--- src/rtl/cpu_fetch.sv ---
// Instruction fetch stage. It issues one word read at a time and holds the
// returned word for decode until decode accepts it. A read that goes
// unanswered for TIMEOUT cycles is dropped. The stage then idles for one
// cycle and reissues the read at the same address.
//
// Handshake: imem_req is held high with a stable imem_addr until the first
// cycle that has imem_ack=1 (the transfer happens in that cycle) or until the
// timeout. Decode accepts the held word in any HOLD cycle with stall=0.
module cpu_fetch #(
  parameter logic [31:0] RESET_PC = 32'h0000_0000,
  parameter int          TIMEOUT  = 16
) (
  input  logic        clk,
  input  logic        rst_n,
  output logic        imem_req,
  output logic [31:0] imem_addr,
  input  logic        imem_ack,
  input  logic [31:0] imem_rdata,
  input  logic        stall,
  input  logic        do_jump,
  input  logic        alu_jump,
  input  logic        branch_taken,
  input  logic [31:0] jump_address,
  output logic [31:0] instruction,
  output logic        instr_valid,
  output logic [31:0] pc,
  output logic [7:0]  retry_count,
  output logic [1:0]  state_dbg
);

  typedef enum logic [1:0] {
    ST_FETCH = 2'd0,
    ST_HOLD  = 2'd1,
    ST_RETRY = 2'd2
  } state_t;

  localparam logic [15:0] WAIT_LAST = 16'(TIMEOUT - 1);

  state_t      state_q;
  state_t      state_d;
  logic [31:0] fetch_pc;
  logic [15:0] wait_cnt;
  logic        timeout_hit;
  logic        take_jump;
  logic [31:0] next_addr;

  assign timeout_hit = (wait_cnt == WAIT_LAST);
  assign take_jump   = do_jump && (!alu_jump || branch_taken);
  assign next_addr   = take_jump ? jump_address : (pc + 32'd1);

  assign imem_req    = (state_q == ST_FETCH);
  assign imem_addr   = fetch_pc;
  assign instr_valid = (state_q == ST_HOLD);
  assign state_dbg   = state_q;

  // State register. Reset parks the machine in RETRY, which is the idle
  // state with no request. The first edge after release therefore enters
  // FETCH at RESET_PC without counting a retry.
  always_ff @(posedge clk or negedge rst_n) begin
    if (!rst_n) state_q <= ST_RETRY;
    else        state_q <= state_d;
  end

  // Next-state logic. An ack wins over a timeout that occurs in the same cycle.
  always_comb begin
    state_d = state_q;
    unique case (state_q)
      ST_FETCH: begin
        if (imem_ack)         state_d = ST_HOLD;
        else if (timeout_hit) state_d = ST_RETRY;
      end
      ST_HOLD:  if (!stall) state_d = ST_FETCH;
      ST_RETRY: state_d = ST_FETCH;
      default:  state_d = ST_FETCH;
    endcase
  end

  // Datapath: captures the fetched word, steps the PC, and runs the wait and retry counters.
  always_ff @(posedge clk or negedge rst_n) begin
    if (!rst_n) begin
      fetch_pc    <= RESET_PC;
      wait_cnt    <= 16'd0;
      instruction <= 32'd0;
      pc          <= RESET_PC;
      retry_count <= 8'd0;
    end else begin
      unique case (state_q)
        ST_FETCH: begin
          if (imem_ack) begin
            instruction <= imem_rdata;
            pc          <= fetch_pc;
            wait_cnt    <= 16'd0;
          end else if (timeout_hit) begin
            wait_cnt <= 16'd0;
            if (retry_count != 8'hFF) retry_count <= retry_count + 8'd1;
          end else begin
            wait_cnt <= wait_cnt + 16'd1;
          end
        end
        ST_HOLD: begin
          if (!stall) fetch_pc <= next_addr;
        end
        ST_RETRY: wait_cnt <= 16'd0;
        default:  wait_cnt <= 16'd0;
      endcase
    end
  end

endmodule

--- config.mk ---
export PLATFORM = sky130hd
export DESIGN_NAME = cpu_fetch
export DESIGN_NICKNAME = d
export VERILOG_FILES = /design/src/rtl/cpu_fetch.sv
export SDC_FILE = /design/constraint.sdc
export NUM_CORES = 1
export LEC_CHECK = 0
export ABC_CLOCK_PERIOD_IN_PS = 1700
export CORE_MARGIN = 8
export CORE_UTILIZATION = 44
export CTS_BUF_LIST = sky130_fd_sc_hd__clkbuf_8
export DETAILED_ROUTE_END_ITERATION = 10
export PLACE_DENSITY_LB_ADDON = 0.15
export RECOVER_POWER = 100
export SYNTH_ARGS = -nofsm -noshare
export SYNTH_HDL_FRONTEND = slang
export SYNTH_SLANG_ARGS = --single-unit
--- constraint.sdc ---
create_clock -name clk -period 1.7 [get_ports clk]
set_input_delay 0.17 -clock clk [delete_from_list [all_inputs] [get_ports clk]]
set_output_delay 0.17 -clock clk [all_outputs]
set_load 0.03 [all_outputs]
==> impl_results.md, run 1 <==
- Area of the multi-input gates: about 2800 sq um
- Max FO, Critical Path: 5
- Tmin final: 1.758 ns
- Synth Area in Simple Gates: between 10 and 15%
- CTS sink count: between 100 and 150
- Mapped Cells: just over 500
- N_diodes: 0
- Area leader, netlist: dfrtp_1
- Mux cell area share after synthesis: between 10% and 20%
- Synthesized flop and latch total: between 100 and 150
- Failing checks: setup timing
- Rel. slew slack: a little under three fifths
- Power Dens Cells: around 1500 nW/um^2
- Outcome: finished, violations left
- Family with the most delay on the worst path: simple AND/OR/NAND/NOR gates
- DIE HEIGHT: roughly 130 um
- DR DRC count: 0
- Fin. Hold Viols: 0
- Post-synth EDFFs: 0
- Core ar.: 12,620 sq um
- Reg area: slightly above 3000 sq um
- Post-synthesis xor/xnor area fraction: 5.075%
- Main combinational cell family by area after synthesis: simple AND/OR/NAND/NOR gates
- H-tree levels: 4
- Largest net degree at the start of global routing: 44
- Setup TNS: -0.08916 ns
- WL per Instance: roughly 20 um
- Post-DRT Antenna Nets: 0
- Crit path capture type: flop
- Arr. time, crit path: ~2.1 ns
- Hold Path Class: in -> async
- Total CTS buffers: 17
- Final RePlAce weighted congestion: approximately 0.83
- IO Port Bufs: ~180
- Type of origin of the critical path: flop
- Total congestion overflow: 0
- Finished Layout Cells: ~940
- Row count: 41
- Async SR Flop Fraction: 100.0%
- Vias in the first global route: between 5,000 and 6,000
- Die Area: between 15,000 and 20,000 sq um
- Cells along the critical path: nor4_2 -> and4_4 -> nand2_2 -> a21oi_2 -> mux2_4
- Metal3 WL: 1392 um
- Fillers: 1,024
- First-pass iteration count of the detailed router: 5
- Worst-Margin Slew: 0.6386 ns
- Worst Skew: 0.009302 ns
- Fin nets: about 830
- Wire length on met1: around 7200 um
- Commonest non-fill, non-tap cell in the layout: dfrtp_1
- Highest Signal Layer: met4
- Final setup viols: 2
- Initial Utilization: approximately 45%
- Max Cap Viol: 0
- Adder-cell share of the synthesized area: less than 1%
- Worst path required time: between 2 and 2.5 ns
- Commonest non-fill, non-tap cells in the layout: dfrtp_1 (99), clkdlybuf4s50_1 (89), dlygate4sd2_1 (72)
- Worst path depth: 5
- Pre-CTS setup slack: -0.2022 ns
- Placed cells: 901
- CTS tree: yes
- Worst path slowest cell: dfrtp_1
- Synth Cell Area: around 5700 sq um
- Layout cells sized above 1: around 30%
- Synthesis Warnings: 0
- Synth cell types: 45
- Overall Global Routing Usage: between 20% and 30%
- Dominant synthesized flop cell: dfrtp_1
- Mapped Nets: about 580
- Worst reg2reg path depth: 5
- VDD IR-drop max: just under 1 mV
- Mean Syn Cell Area: approximately 11 sq um
- F_max: 0.5689 GHz
- Period utilisation layout: 103.4%
- Initial antenna violation count: 0
- Skew-Pair Late Insertion Delay: between 0.4 and 0.5 ns
- Synth Area in Compound Gates: 10.94%
- DRT iter0 DRCs: approximately 350
- Largest cells by area after synthesis: dfrtp_1 (53%), mux2_2 (13%), o21ai_0 (3.5%)
- Worst-path clk slew: roughly 0.070 ns
- CP bufs+invs: 0
- CP max stage delay: around 0.43 ns
- Final slew viol count: 0
- Register area share after synthesis: a little over half
- CTS root buffer: clkbuf_8
- WL final: roughly 18,000 um
- Vias/cell: approximately 5.5
- First-pass GRT wire length: about 29,000 um
- Met2 Wirelength: roughly 9400 um
- Post-route setup slack: -0.05791 ns
- Worst Setup Path Type: reg -> reg
- Unrepaired setup endpoints after global routing: yes
- Area delta synth->final: 52.42%
- Lkg Pwr: 3.866 nW
- Routed vias: approximately 5,200
- Share of the synthesized area in the top cell type: a little over half
- Post-DP HPWL: roughly 13,000 um
- Num ports: around 180
- Die X: around 130 um
- Clock Path Buffers: 2
[report_power, final]
group	total [mW]	internal, mW	leakage (nW)	switching (mW)
logic	5.52	2.19	2.13	3.33
registers	4.59	3.80	1.50	0.789
clock network	2.75	1.62	0.231	1.13
[worst reg2reg max path, stage by stage (launching register included)]
cell,delay (ns)
dfrtp_1,0.43
nor4_2,0.32
and4_4,0.32
nand2_2,0.08
a21oi_2,0.17
mux2_4,0.32
[synthesized netlist by cell type (9+ instances only)]
cell type  instances
a21oi_1           15
nor2_1            21
xnor2_1           13
and4_1            10
nor3_1             9
nor4_1            11
xor2_1            20
clkbuf_1          17
nand3_1           20
a22oi_1           20
nand4_1           10
mux2_2            65
nand2_1           34
o21ai_0           40
dfrtp_1          121
and3_1            11
[final cells by class]
type / count / area share [%]
sequential: 122 / 35.50
multi-input combinational: 357 / 31.80
timing repair buffer: 254 / 25.08
clock buffer: 22 / 3.488
tap: 172 / 2.479
clock inverter: 10 / 1.413
inverter: 5 / 0.2450
[what timing repair did]
action	in CTS	in global routing
endpoints found under the hold margin	99	0
hold buffers	1	0
endpoints found under the setup margin	102	56
setup buffers	2	6
pin swaps	2	12
resized for setup	91	48
[per-stage QoR]
step	cell area [sq um]	hold WS [ns]	util [%]	total power, mW
finish	8681	0.2766	68.79	12.87
global route	8681	0.3079	68.79	13.57
CTS	8707	0.1738	69.00	13.13
detailed placement	8280	0.1070	65.62	10.78
global placement	8280	0.09842	65.62	10.64
floorplan	5843	-0.1256	-	7.773
[kinds of logic after synthesis]
kind of cell	after synthesis
AND/OR/NAND/NOR	152
flip-flops	122
AO/OA/AOI/OAI	103
multiplexers	66
XOR/XNOR	33
buffers and inverters	29
adder cells (fa/ha/maj)	3
[worst paths after layout]
| path | startpoint | to | slack, ns |
|---|---|---|---|
| setup / recovery | wait_cnt[4] | retry_count[1] | -0.06 |
| hold / removal | rst_n | wait_cnt[0] | 0.28 |
| setup reg to reg | wait_cnt[4] | retry_count[1] | -0.06 |
| hold reg to reg | imem_addr[0] | imem_addr[0] | 0.50 |
| max in group asynchronous | rst_n | pc[4] | 0.32 |
| min in group clk | jump_address[1] | imem_addr[1] | 0.31 |
[flip-flops by register name, summed over array words and instances (netlist names)]
register	count
instruction	32
pc	32
retry_count	8
state_dbg	2
imem_addr	32
wait_cnt	16
[routing by layer]
metal  GRT usage [%]  vias to the layer above
met3           6.977                       37
met5               0                        -
met1           25.82                     2566
li1                -                     2365
met4           9.290                        0
met2           37.09                      198
Note: power is estimated with default switching activity, not from simulation.
==> run 2, diff against run 1 <==
- HOLD_SLACK_MARGIN: not set -> 0.1
==> results of run 2 <==
Same layout as run 1: the final DEF is identical, and so are final timing and power.
==> run 3, diff against run 2 <==
- CELL_PAD_IN_SITES_DETAIL_PLACEMENT: not set -> 1
- CELL_PAD_IN_SITES_GLOBAL_PLACEMENT: not set -> 2
- CORE_UTILIZATION: 44 -> 27
==> run 3 against run 2 <==
  * Sequential power shrank 0.9%
  * Utilization is 26 points lower
  * Clock power about the same
  * Total power is 2.1% higher
  * Clock-buffer cell count decreased by 3
  * Critical path depth is 2 higher
  * The run still ends with setup timing left
  * Flip-flop and latch count unchanged
  * Register-to-register slack barely moved
  * Global-route usage shrank 6.2 points
  * Die area rose by 54%
==> impl_results.md, run 3 (synthesis results as in run 1) <==
- Outcome: finished, violations left
- Failing checks: setup timing
- Worst Setup Path Type: reg -> reg
- Area delta synth->final: 58.30%
- Worst-path clk slew: 0.09 ns
- CTS root buffer: clkbuf_8
- Fin nets: between 800 and 900
- Rel. slew slack: between 30% and 40%
- CP max stage delay: just under 0.4 ns
- Clock Path Buffers: 2
- Commonest non-fill, non-tap cells in the layout: dfrtp_1 (98), clkdlybuf4s50_1 (81), buf_4 (77)
- Core ar.: between 20,000 and 25,000 sq um
- Commonest non-fill, non-tap cell in the layout: dfrtp_1
- Skew-Pair Late Insertion Delay: 0.44 ns
- CP bufs+invs: 1
- Row count: 53
- Die Area: about 26,000 sq um
- DIE HEIGHT: 161.2 um
- Final RePlAce weighted congestion: ~0.85
- Post-route setup slack: -0.05630 ns
- Crit path capture type: flop
- Worst path slowest cell: dfrtp_1
- Vias in the first global route: approximately 5,800
- Lkg Pwr: roughly 4 nW
- Family with the most delay on the worst path: simple AND/OR/NAND/NOR gates
- CTS tree: yes
- Max FO, Critical Path: 5
- Layout cells sized above 1: approximately a third
- Unrepaired setup endpoints after global routing: yes
- N_diodes: 0
- Initial Utilization: 27.27%
- Final setup viols: 6
- Total CTS buffers: 17
- F_max: 0.5694 GHz
- VDD IR-drop max: around 0.76 mV
- Routed vias: between 5,000 and 6,000
- WL per Instance: just under 20 um
- Power Dens Cells: 1457 nW/um^2
- Post-DRT Antenna Nets: 0
- PnR Total Power: ~13 mW
- Area of placed instances: around 8500 sq um
- Final Util: 43.16%
- H-tree levels: 4
- Pre-CTS setup slack: -0.08602 ns
- Largest net degree at the start of global routing: 37
- Max Cap Viol: 0
- Worst Skew: approximately 0.023 ns
- Setup TNS: -0.2302 ns
- Num ports: ~180
- WL final: between 20,000 and 25,000 um
- IO Port Bufs: around 180
- Post-DP HPWL: around 15,000 um
- First-pass iteration count of the detailed router: 4
- CTS sink count: around 120
- Fillers: approximately 2,300
- Total congestion overflow: 0
- First-pass GRT wire length: around 33,000 um
- Arr. time, crit path: around 2.1 ns
- Type of origin of the critical path: flop
- Overall Global Routing Usage: 15.97%
- Vias/cell: 4.797
- Worst-Margin Slew: between 1 and 1.5 ns
- Initial antenna violation count: 0
- DR DRC count: 0
- Final slew viol count: 0
- Hold Path Class: in -> reg
- Die X: ~160 um
- Cells along the critical path: ha_2 -> and3_4 -> and4_4 -> nand2b_4 -> buf_6 -> or3_1 -> o21ai_1
- Design area: approximately 9000 sq um
- Worst path required time: 2.07 ns
- Fin. Hold Viols: 0
- DRT iter0 DRCs: 143
- Tmin final: 1.756 ns
- Period utilisation layout: 103.3%
## run 3: cell count changes in the layout (fill, tap and decap cells not counted), moves of 5 or more
cell             delta
buf_4              +29
buf_6               +6
clkbuf_2            -7
clkdlybuf4s50_1     -8
clkinvlp_4          +5
o21ai_0             -6
## run 3: final timing paths
check | start | end | slack [ns] | cells after the start
worst min-delay path | jump_address[1] | imem_addr[1] | 0.31 | 3
max in group asynchronous | rst_n | pc[10] | 0.21 | 3
min in group asynchronous | rst_n | retry_count[0] | 0.41 | 2
worst max-delay path | wait_cnt[1] | wait_cnt[13] | -0.06 | 7
worst max register to register | wait_cnt[1] | wait_cnt[13] | -0.06 | 7
worst min register to register | retry_count[6] | retry_count[6] | 0.50 | 1
## run 3: final cells by class
cell class,instances,area [sq um],area share (%)
Timing Repair Buffer,273,2372,26.31
Clock inverter,13,151.4,1.679
Clock buffer,19,261.5,2.900
Multi-Input combinational cell,357,2773,30.75
Sequential cell,122,3083,34.19
Tap cell,275,344.1,3.816
Inverter,5,31.28,0.3469
## run 3: stage by stage
| stage | hold WS [ns] | cells |
|---|---|---|
| 2_1_floorplan | -0.1256 | 508 |
| 4_1_cts | 0.1834 | 1052 |
| 3_5_place_dp | 0.1136 | 1015 |
| 3_3_place_gp | 0.1093 | 1015 |
| 5_1_grt | 0.3061 | 1064 |
| 6_report | 0.3067 | 1064 |
## run 3: tightest hold or removal path, delay by kind of cell
kind | cells | cell delay (ns)
buf+inv | 1 | 0.40
simple gates | 1 | 0.06
compound gates | 1 | 0.07
## run 3: power by group
group | total (mW) | switching [mW] | leakage [nW] | internal (mW)
clock network | 2.76 | 1.25 | 0.201 | 1.51
registers | 4.55 | 0.745 | 1.50 | 3.81
logic | 5.82 | 3.46 | 2.27 | 2.36
## run 3: repair_timing
action,in CTS,in global routing
hold endpoints to repair,122,0
hold buffers,1,0
endpoints found under the setup margin,109,68
gates cloned,1,3
resized for setup,91,63
pin swaps,6,12
buffers inserted,4,9
## run 3: routing by layer
layer | GRT usage [%] | routed length [um] | up-vias
li1 | - | - | 2409
met1 | 20.89 | 9668 | 2534
met2 | 24.56 | 9824 | 153
met3 | 6.058 | 1503 | 8
met4 | 3.620 | 121 | 0
met5 | 0 | 0 | -
